==> config.mk <==
export PLATFORM = sky130hd
export DESIGN_NAME = seq_history
export DESIGN_NICKNAME = d
export VERILOG_FILES = /design/src/rtl/seq_pkg.sv /design/src/rtl/seq_history.sv
export SDC_FILE = /design/constraint.sdc
export NUM_CORES = 1
export LEC_CHECK = 0
export CAP_MARGIN = 10
export CORE_MARGIN = 2
export CORE_UTILIZATION = 41
export CTS_BUF_LIST = sky130_fd_sc_hd__clkbuf_16
export CTS_CLUSTER_DIAMETER = 100
export DETAILED_ROUTE_END_ITERATION = 16
export GPL_TIMING_DRIVEN = 0
export PLACE_DENSITY = 0.76
export SYNTH_ARGS = -nofsm -noshare
export SYNTH_HDL_FRONTEND = slang
export SYNTH_SLANG_ARGS = --single-unit
==> constraint.sdc <==
create_clock -name clk -period 2.92 [get_ports clk]
set_input_delay 0.584 -clock clk [delete_from_list [all_inputs] [get_ports clk]]
set_output_delay 0.584 -clock clk [all_outputs]
set_load 0.01 [all_outputs]
==> src/rtl/seq_pkg.sv <==
// seq_pkg: shared types and default thresholds for the sequence checker
package seq_pkg;
    typedef enum logic {HUNT, LOCKED} state_t;
    typedef logic [31:0] sample_t;
    localparam int DEF_LOCK_THRESH = 4;
    localparam int DEF_LOSS_THRESH = 3;
endpackage

==> src/rtl/seq_history.sv <==
// seq_history: three-deep sample history with fill tracking
module seq_history
    import seq_pkg::*;
(
    input  logic        clk,
    input  logic        reset,
    input  logic        shift_en,
    input  logic        flush,
    input  logic [31:0] data_i,
    output logic [31:0] h0,
    output logic [31:0] h1,
    output logic [31:0] h2,
    output logic        full
);
    logic [1:0] fill;
    // shift new samples in; flush only forgets how many are valid
    always_ff @(posedge clk or posedge reset) begin
        if (reset) begin
            h0   <= '0;
            h1   <= '0;
            h2   <= '0;
            fill <= '0;
        end else if (flush) begin
            fill <= '0;
        end else if (shift_en) begin
            h2   <= h1;
            h1   <= h0;
            h0   <= sample_t'(data_i);
            fill <= full ? fill : fill + 2'd1;
        end
    end
    assign full = fill == 2'd3;
endmodule

==> results.sh, run 1 <==
export IMPL_fmax_ghz=0.491
export IMPL_critical_path_top_delay_family="buffers and inverters"
export IMPL_vias=2291
export IMPL_cellLeakagePower_nw=2.44
export IMPL_drv_slew=0
export IMPL_cts_setup_buffers=0
export IMPL_hold_viol=0
export IMPL_syn_inst=215
export IMPL_rows=35
export IMPL_min_delay_start="h2[17]"
export IMPL_antenna_found_initial=0
export IMPL_max_stage_delay_ns=0.56
export IMPL_clk_latency_ns=0.33
export IMPL_start_kind="register"
export IMPL_final_cell_mix="clkdlybuf4s50_1 (132), dfrtp_1 (98), mux2_2 (57)"
export IMPL_routedWlPerCell_um=16.4
export IMPL_synth_cell_types=14
export IMPL_cts_sinks=98
export IMPL_fp_dieW_um=102
export IMPL_htreeDepth=3
export IMPL_worst_pin_slew_ns=0.420
export IMPL_io_pins=133
export IMPL_cts_clk_slew_worst_paths_ns=0.07
export IMPL_area_growth_pct=46.5
export IMPL_finalWeightedCongestion=0.715
export IMPL_avgSynthCellArea_um2=18.1
export IMPL_cts_resized=0
export IMPL_worst_hold_path_type="register to register"
export IMPL_arrival_ns=1.45
export IMPL_cp_slowest_cell="clkdlybuf4s50_1"
export IMPL_grt_max_degree=43
export IMPL_cts_tree="yes"
export IMPL_tns_ns=0
export IMPL_worstSetupPathType="register to output port"
export IMPL_grt_pass1_wl_um=12800
export IMPL_diodes=0
export IMPL_grt_pass1_vias=2494
export IMPL_synthesis_area_um2=3900
export IMPL_port_buffers=132
export IMPL_syn_nets=252
export IMPL_yosysSeqAreaShare_pct=62.9
export IMPL_cts_root_buf="clkbuf_16"
export IMPL_drtAntennaViolNets=0
export IMPL_r2r_slack_ns=1.65
export IMPL_post_route_util_pct=61.8
export IMPL_fin_crit_sh_pct=69.7
export IMPL_clock_skew_ns=0.00586
export IMPL_vias_per_cell=4.65
export IMPL_finalWirelength_um=8070
export IMPL_cellPowerDensity_nw_per_um2=772
export IMPL_crit_fanout=3
export IMPL_period_minus_slack_ns=2.03
export IMPL_cp_cell_sequence="ha_1, clkdlybuf4s50_1"
export IMPL_reg2reg_depth=3
export IMPL_cp_depth=2
export IMPL_status="complete, no violations"
export IMPL_drt_first_iter_violations=16
export IMPL_ir_worst_vdd_uv=304
export IMPL_globalRouteOverflowTotal=0
export IMPL_die_area_um2=10300
export IMPL_crit_required_ns=2.34
export IMPL_max_cap_violations=0
export IMPL_cp_end_kind="output port"
export IMPL_r2r_start="fill[0]"
export IMPL_clockBufferDepth=2
export IMPL_synth_seq_cells=98
export IMPL_holdPathStages=1
export IMPL_rsz0062_at_grt="no"
export IMPL_start_util_pct=42.2
export IMPL_dp_hpwl_um=5850
export IMPL_min_to="h2[17]"
export IMPL_crit_start="fill[0]"
export IMPL_cts_buffers=9
export IMPL_relSlewSlack_pct=71.9
export IMPL_dr_pass1_iters=4
export IMPL_drive_above_1_share_pct=34.1
export IMPL_yosys_warnings=0
export IMPL_core_region_area_um2=9240
export IMPL_path_buf_inv=1
export IMPL_setup_viol=0
export IMPL_final_common_cell="clkdlybuf4s50_1"
export IMPL_drc_errors=0
export IMPL_fin_nets=397
export IMPL_postCtsHoldBufs=0
export IMPL_grt_total_usage_pct=16.4
export IMPL_r2r_end="fill[1]"
export IMPL_die_h_um=102
==> worst max path at each step <==
| stage | slack (ns) | endpoint |
|---|---|---|
| detailed placement | 0.72 | h1[15] |
| floorplan | 1.17 | fill[0] |
| global route | 0.83 | full |
| finish | 0.89 | full |
| global placement | 0.19 | h1[31] |
| CTS | 0.86 | full |
==> cell families after synthesis <==
group | after synthesis | synth area share (%)
compound gates | 1 | 0.128
fa+ha+maj | 1 | 0.321
mux | 97 | 31.9
flops | 98 | 62.9
simple gates | 6 | 1.03
buf+inv | 12 | 3.79
==> per-layer routing <==
metal	GRT usage (%)	share of wire, %	vias to the layer above
li1	-	-	1043
met1	20.9	43	1178
met2	27.8	51	64
met3	3.93	4.2	6
met4	4.99	1.0	0
met5	0	0	-
==> final cells by class <==
type	count	area [µm²]
clock buffers	9	225
clock inverters	6	60.1
repair buffers	134	1360
plain buffers	11	144
fillers	710	3530
inverters	1	7.51
flip-flops and latches	98	2450
well taps	129	161
multi-input cells	105	1300
==> flip-flops by register name (all words and copies together), names as in the netlist <==
register  count
h0           32
h1           32
h2           32
fill          2
==> cell usage after synthesis <==
cell type | instances | area [µm²]
nand2b_1 | 1 | 6.26
dfrtp_1 | 98 | 2450
ha_1 | 1 | 12.5
buf_8 | 1 | 15.0
or4bb_1 | 1 | 11.3
inv_1 | 1 | 3.75
buf_6 | 1 | 11.3
buf_4 | 5 | 37.5
buf_12 | 4 | 80.1
mux2_4 | 40 | 601
nor2_1 | 1 | 3.75
mux2_2 | 57 | 642
nor2b_1 | 3 | 18.8
o21ai_0 | 1 | 5.00
==> power by group <==
part	internal, W	leakage, nW	switching, W
registers	0.00168	1.16	0.000220
logic	0.000924	1.15	0.000452
clock network	0.000653	0.132	0.000476
==> stage by stage <==
step           total power, W  worst slack [ns]  instances  hold WS (ns)  area [µm²]
4_1_cts               0.00447             0.862        493         0.509        5710
6_report              0.00441             0.885        493         0.504        5710
2_1_floorplan         0.00249              1.17        215         0.520        3900
3_3_place_gp          0.00327             0.190        476         0.490        5390
5_1_grt               0.00464             0.827        493         0.523        5710
3_5_place_dp          0.00332             0.719        478         0.495        5430
Power figures use the tool's default switching activity.
==> run 2, diff against run 1 <==
CORE_UTILIZATION = 42   (was 41)
PLACE_DENSITY = 0.75   (was 0.76)
clock period = 2 ns   (was 2.92 ns; I/O delays follow)
==> run 2 against run 1 <==
Setup slack worse by 0.73 ns. Die area is 2.3% lower. Clock power is 42% higher. Clock skew is 0.00075 ns higher. Total power is 45% higher. Sequential share of layout area is 0.24 points higher. Critical path type unchanged. Critical endpoint unchanged. Largest cell class unchanged.
==> results.sh, run 2 (synthesized netlist as in run 1, its figures left out) <==
export IMPL_path_buf_inv=1
export IMPL_die_h_um=100
export IMPL_vias_per_cell=4.83
export IMPL_hold_viol=0
export IMPL_antenna_found_initial=0
export IMPL_relSlewSlack_pct=66.1
export IMPL_worst_hold_path_type="input port to async pin"
export IMPL_finalWirelength_um=8090
export IMPL_cp_slowest_cell="clkdlybuf4s50_1"
export IMPL_fp_dieW_um=100
export IMPL_post_route_util_pct=62.4
export IMPL_cts_buffers=9
export IMPL_cp_cell_sequence="ha_1, clkdlybuf4s50_1"
export IMPL_die_area_um2=10100
export IMPL_drv_slew=0
export IMPL_drc_errors=0
export IMPL_area_growth_pct=45.7
export IMPL_globalRouteOverflowTotal=0
export IMPL_rows=35
export IMPL_cts_resized=0
export IMPL_critical_path_top_delay_family="buffers and inverters"
export IMPL_cellPowerDensity_nw_per_um2=1120
export IMPL_finalWeightedCongestion=0.711
export IMPL_dr_wl_met2_um=4120
export IMPL_routedWlPerCell_um=17.0
export IMPL_vias=2301
export IMPL_start_kind="register"
export IMPL_clock_skew_ns=0.00661
export IMPL_crit_fanout=3
export IMPL_max_stage_delay_ns=0.55
export IMPL_final_cell_mix="clkdlybuf4s50_1 (132), dfrtp_1 (98), mux2_2 (57)"
export IMPL_postCtsHoldBufs=0
export IMPL_rsz0062_at_grt="no"
export IMPL_period_minus_slack_ns=1.84
export IMPL_diodes=0
export IMPL_arrival_ns=1.44
export IMPL_grt_pass1_vias=2428
export IMPL_setup_viol=0
export IMPL_nFillCells=747
export IMPL_fin_nets=397
export IMPL_cts_clk_slew_worst_paths_ns=0.07
export IMPL_grt_total_usage_pct=17.1
export IMPL_worstSetupPathType="register to output port"
export IMPL_grt_pass1_wl_um=13100
export IMPL_cts_setup_buffers=0
export IMPL_cp_end_kind="output port"
export IMPL_cts_root_buf="clkbuf_16"
export IMPL_drive_above_1_share_pct=34.8
export IMPL_drtAntennaViolNets=0
export IMPL_wl_met3_um=349
export IMPL_grt_max_degree=44
export IMPL_max_cap_violations=0
export IMPL_ir_worst_vdd_uv=442
export IMPL_dr_pass1_iters=4
export IMPL_io_pins=133
export IMPL_fmax_ghz=0.543
export IMPL_wl_met1_um=3520
export IMPL_cts_tree="yes"
export IMPL_power_w=0.00639
export IMPL_cts_sinks=98
export IMPL_worst_pin_slew_ns=0.507
export IMPL_final_common_cell="clkdlybuf4s50_1"
export IMPL_fin_crit_sh_pct=92.1
export IMPL_crit_required_ns=1.60
export IMPL_largestRegisters="h0 x32, h1 x32, h2 x32"
export IMPL_clockBufferDepth=2
export IMPL_status="complete, no violations"
export IMPL_start_util_pct=42.8
export IMPL_htreeDepth=3
export IMPL_dp_hpwl_um=5920
export IMPL_port_buffers=132
export IMPL_cellLeakagePower_nw=2.44
export IMPL_clk_latency_ns=0.33
export IMPL_core_region_area_um2=9110
export IMPL_drt_first_iter_violations=30
export IMPL_dr_max_layer_used="met4"
==> run 2: cell types whose count changed in the layout (fill, tap and decap cells not counted) <==
cell | previous run | this run
inv_6 | 0 | 3
bufinv_16 | 1 | 0
clkinv_1 | 1 | 0
clkinvlp_4 | 4 | 3
clkinv_2 | 0 | 2
inv_1 | 1 | 0
==> run 2: cell type report <==
class	instances	area [µm²]	area share, %
sequential	98	2450	43.2
timing repair buffer	134	1360	24.0
multi-input combinational	105	1300	22.9
clock buffer	9	225	3.96
buffer	11	144	2.53
tap	111	139	2.44
clock inverter	7	51.3	0.903
inverter	1	7.51	0.132
==> run 2: worst paths after layout <==
check	startpoint	to	slack, ns	depth (start not counted)
worst min-delay path	reset	h2[11]	0.45	2
worst min register to register	h2[13]	h2[13]	0.51	1
max in group asynchronous	reset	h1[24]	0.98	3
worst max-delay path	fill[0]	full	0.16	2
min in group clk	h2[13]	h2[13]	0.51	1
worst max register to register	fill[0]	fill[0]	0.75	3
==> run 2: report_power, final <==
part           switching, W  total (W)  internal [W]  leakage (nW)
Clock              0.000744    0.00160      0.000852         0.133
Combinational      0.000663    0.00201       0.00135          1.15
Sequential         0.000321    0.00278       0.00246          1.16
Total               0.00173    0.00639       0.00466          2.44
==> run 2: worst reg2reg max path, cell delays in order, from the launching register on <==
cell and delay, ns:
dfrtp_1 0.39, ha_1 0.23, nor2b_1 0.16, mux2_2 0.35
==> run 2: through the flow <==
step / hold slack (ns) / setup TNS, ns / setup WS, ns / instances / cell area, µm²
4_1_cts: 0.453 / 0 / 0.143 / 476 / 5680
3_5_place_dp: 0.495 / 0 / 0.0102 / 460 / 5400
3_3_place_gp: 0.491 / -55.67 / -0.573 / 458 / 5360
2_1_floorplan: 0.520 / 0 / 0.438 / 215 / 3900
6_report: 0.446 / 0 / 0.157 / 476 / 5680
5_1_grt: 0.471 / 0 / 0.0907 / 476 / 5680
==> run 2: layer usage <==
metal	global-route usage, %	vias up
li1	-	1046
met1	22.1	1183
met2	28.5	65
met4	6.64	0
met5	0	-
met3	3.34	7
==> run 3, diff against run 2 <==
--- a/config.mk
+++ b/config.mk
@@ -11,4 +11,5 @@
 export CTS_BUF_LIST = sky130_fd_sc_hd__clkbuf_16
 export CTS_CLUSTER_DIAMETER = 100
+export CTS_CLUSTER_SIZE = 30
 export DETAILED_ROUTE_END_ITERATION = 16
 export GPL_TIMING_DRIVEN = 0
==> constraint.sdc (replaced) <==
create_clock -name clk -period 2 [get_ports clk]
set_input_delay 0.4 -clock clk [delete_from_list [all_inputs] [get_ports clk]]
set_output_delay 0.4 -clock clk [all_outputs]
set_load 0.1 [all_outputs]
==> run 3 against run 2 <==
Via count is 0.30% higher. Count of clock-buffer cells in the layout stayed put. Clock skew hardly changed. Die area stayed put. Cell area is 2.4% lower. Critical endpoint is now h1[1]. Largest cell class unchanged. Highest routed layer unchanged.
==> results.sh, run 3 (synthesized netlist as in run 1, its figures left out) <==
export IMPL_globalRouteOverflowTotal=0
export IMPL_io_pins=133
export IMPL_fmax_ghz=0.509
export IMPL_drv_slew=0
export IMPL_grt_total_usage_pct=17.3
export IMPL_worstSetupPathType="register to output port"
export IMPL_fp_dieW_um=100
export IMPL_grt_pass1_vias=2454
export IMPL_rsz0062_at_grt="no"
export IMPL_start_util_pct=42.8
export IMPL_finalWirelength_um=8140
export IMPL_path_buf_inv=1
export IMPL_cp_cell_sequence="clkdlybuf4s15_1"
export IMPL_fin_crit_sh_pct=98.3
export IMPL_vias=2308
export IMPL_dr_pass1_iters=4
export IMPL_area_sequential_um2=2450
export IMPL_core_region_area_um2=9110
export IMPL_dp_hpwl_um=5920
export IMPL_antenna_found_initial=0
export IMPL_crit_required_ns=1.60
export IMPL_cp_slowest_cell="clkdlybuf4s15_1"
export IMPL_grt_pass1_wl_um=13300
export IMPL_r2r_end="fill[1]"
export IMPL_die_area_um2=10100
export IMPL_start_kind="register"
export IMPL_clk_latency_ns=0.33
export IMPL_fin_nets=397
export IMPL_multi_input_area_um2=1300
export IMPL_cp_end_kind="output port"
export IMPL_cts_tree="yes"
export IMPL_grt_max_degree=44
export IMPL_critical_path_top_delay_family="buffers and inverters"
export IMPL_arrival_ns=1.57
export IMPL_status="complete, no violations"
export IMPL_area_growth_pct=42.2
export IMPL_cts_root_buf="clkbuf_16"
export IMPL_post_route_util_pct=60.9
export IMPL_reg2reg_depth=3
export IMPL_max_cap_violations=0
export IMPL_clockBufferDepth=2
export IMPL_final_cell_mix="dfrtp_1 (98), mux2_2 (57), clkdlybuf4s15_1 (43)"
export IMPL_htreeDepth=3
export IMPL_max_stage_delay_ns=0.85
export IMPL_routedWlPerCell_um=17.1
export IMPL_cts_sinks=98
export IMPL_worst_pin_slew_ns=0.995
export IMPL_rows=35
export IMPL_drt_first_iter_violations=32
export IMPL_hold_viol=0
export IMPL_finalWeightedCongestion=0.711
export IMPL_drtAntennaViolNets=0
export IMPL_port_buffers=132
export IMPL_cts_buffers=9
export IMPL_drive_above_1_share_pct=40.5
export IMPL_die_h_um=100
export IMPL_worst_hold_path_type="input port to async pin"
export IMPL_cts_clk_slew_worst_paths_ns=0.07
export IMPL_largestRegisters="h0 x32, h1 x32, h2 x32"
export IMPL_period_minus_slack_ns=1.97
export IMPL_clock_skew_ns=0.00625
export IMPL_final_common_cell="dfrtp_1"
export IMPL_r2r_slack_ns=0.74
export IMPL_r2r_start="fill[0]"
export IMPL_crit_fanout=3
export IMPL_setup_viol=0
export IMPL_vias_per_cell=4.85
export IMPL_nFillCells=770
export IMPL_diodes=0
export IMPL_drc_errors=0
export IMPL_relSlewSlack_pct=33.9
==> run 3: cell types whose count changed in the layout (fill, tap and decap cells not counted) <==
| cell | change |
|---|---|
| clkdlybuf4s15_2 | +2 |
| clkbuf_2 | +19 |
| dlygate4sd2_1 | +33 |
| clkdlybuf4s50_1 | -97 |
| clkdlybuf4s15_1 | +43 |
==> run 3: per-stage QoR <==
step	area, µm²	TNS (ns)	setup slack (ns)	instances	hold WS [ns]
global route	5550	0	0.000181	476	0.471
CTS	5580	0	0.000193	476	0.453
finish	5550	0	0.0349	476	0.446
global placement	5360	-55.73	-0.573	458	0.491
floorplan	3900	0	0.292	215	0.520
detailed placement	5400	-0.0815	-0.0815	460	0.495
==> run 3: final cells by class <==
cell class / instances / area share (%)
sequential: 98 / 44.2
timing repair buffer: 134 / 22.1
multi-input combinational: 105 / 23.4
inverter: 1 / 0.135
tap: 111 / 2.50
clock inverter: 7 / 0.925
buffer: 11 / 2.59
clock buffer: 9 / 4.06
==> run 3: how the worst max path moves through the flow <==
stage          startpoint      end  slack [ns]  depth (start not counted)
2_1_floorplan     fill[0]  fill[0]        0.29                          3
3_3_place_gp        reset   h1[30]       -0.57                          2
3_5_place_dp      fill[0]     full       -0.08                          2
4_1_cts             h2[5]    h2[5]      0.0002                          1
5_1_grt            h0[21]   h0[21]      0.0002                          1
6_report            h1[1]    h1[1]        0.03                          1
==> run 3: what timing repair did <==
action | in CTS | in global routing
buffers inserted | 0 | 0
hold endpoints to repair | 0 | 0
hold buffers | 0 | 0
pin swaps | 0 | 0
cloned | 0 | 0
resized for setup | 114 | 68
setup endpoints to repair | 97 | 57
==> run 3: layer usage <==
metal / vias up / routed length, µm / track usage [%]
met4: 0 / 101 / 6.64
met2: 67 / 4130 / 29.1
met5: - / 0 / 0
li1: 1046 / - / -
met3: 7 / 352 / 3.34
met1: 1188 / 3550 / 22.1
Power of run 3 is left out: the tool's default activity adds up to more than one toggle a clock period on the data nets, which glitch-free logic cannot reach.
==> edit, RTL diff (settings of run 3) <==
Reset style: synchronous (`reset`), changed in one clocked block.
--- a/src/rtl/seq_history.sv
+++ b/src/rtl/seq_history.sv
@@ -14,7 +14,7 @@
 );
     logic [1:0] fill;
     // shift new samples in; flush only forgets how many are valid
-    always_ff @(posedge clk or posedge reset) begin
+    always_ff @(posedge clk) begin
         if (reset) begin
             h0   <= '0;
             h1   <= '0;
Check against the original RTL: differs if reset is asserted again (counterexample within 4 cycles, from zero or initial values and one cycle with reset high); with reset held inactive, the same outputs for 10 cycles.
==> edit against run 3 <==
- via count increased by 42%
- fmax decreased by 0.53%
- routed wire length increased by 18%
- critical endpoint is now h1[31]
- synthesized area decreased by 12%
- synthesized cell count increased by 99%
- critical path type unchanged
- cell area decreased by 8.2%
- sequential cell count unchanged
- worst setup slack got worse by 10 ps
- largest cell class unchanged
==> edit: results (changes against run 3) <==
place:
  io_buffers: 131  # -0.76%
  pre_cts_ws_ps: -89.9  # -8.46 ps
  gp_congestion: 0.802  # +13%
  dp.cells: 660  # +43%
  hpwl_microns: 6990  # +18%
  dpl-instance-area_sq_mm: 0.00486  # -10%
synthesis:
  synthDistinctLibCells: 13  # -1
  yosysSeqAreaShare: 0.573  # -0.0559
  synth_nets: 464  # +84%
  synth.area.top_cells: "dfxtp_1, nand2_1, a21oi_1, buf_2, buf_6"
  yosys-top-cells-count: "nand2_1, dfxtp_1, a21oi_1"
  synth_cells: 427  # +99%
  async_flop_share: 0  # -1.00
finish:
  fillCellCount: 726  # -5.7%
  multi_input_area_share: 0.248  # +0.0134
  nets: 606  # +53%
  n_all_buffers: 164  # +13%
  seq_area_sq_mm: 0.00196  # -20%
  bufAreaShareNonClock: 0.281  # +0.0337
  multi_input_cells: 296  # +180%
  final_layout_size_suffix_gt1_frac: 0.0768  # -0.329
  final-clk-cell-share: 0.0607  # +0.0109
  n_all_inverters: 0  # -1
setup_path:
  startpoint: "h1[31]"
  r2r_slack_ps: 820  # +80 ps
  r2r_cells: 4  # +1
  r2r-start: "fill[0]"
  critPathMaxStageDelay_ps: 880  # +30 ps
  regToRegEndpoint: "fill[1]"
  critical_path.endpoint: "h1[31]"
  crit_slowest_cell: "dlygate4sd2_1"
  path_max_fanout: 3  # unchanged
routing:
  viasPerCell: 4.86  # +0.19%
  routed_wl_microns: 9560  # +18%
  drt_iter0_drc: 80  # +150%
  num_vias: 3279  # +42%
timing:
  fin_ws_ps: 24.4  # -10.5 ps
  whs_ps: 451  # +5.14 ps
  slew_headroom: 0.327  # -0.0119
  fin_skew_ps: 4.04  # -2.21 ps
min_path:
  min_to: "h2[0]"
  hold_path.class: "reg -> reg"
grt:
  grt_pass1_wl_microns: 15200  # +14%
  grt_use_total: 0.219  # +0.0456
  grt_pass1_vias: 3042  # +24%
  grt_max_degree: 16  # -64%
clock_network:
  worst_skew_pair.late_latency_ps: 330  # about the same
  htree_levels: 3  # unchanged
  cts_setup_buffers: 0  # unchanged
die:
  row_count: 32  # -8.6%
outcome:
  status: "finished clean"
## edit: cell count changes in the layout (fill, tap and decap cells not counted), moves of 15 or more
cell / delta
nand2_1: +192
clkbuf_2: -15
mux2_4: -40
a21oi_1: +96
dlygate4sd2_1: +19
mux2_2: -57
dfrtp_1: -98
dfxtp_1: +98
## edit: routing by layer
metal  global-route usage  share of wire
met3               0.0546          0.066
met5                    0              0
met2                0.351           0.47
met4               0.0761          0.016
met1                0.286           0.45
## edit: cells by family after synthesis
kind of cell,synth area share
multiplexers,0.00292
buffers and inverters,0.0588
AND/OR/NAND/NOR,0.219
flip-flops,0.573
AO/OA/AOI/OAI,0.140
XOR/XNOR,0.00256
adder cells (fa/ha/maj),0.00365
## edit: what timing repair did
action                     CTS  global route
hold endpoints to repair     0             0
setup endpoints to repair   97            40
gates cloned                 0             0
resized for setup          106            42
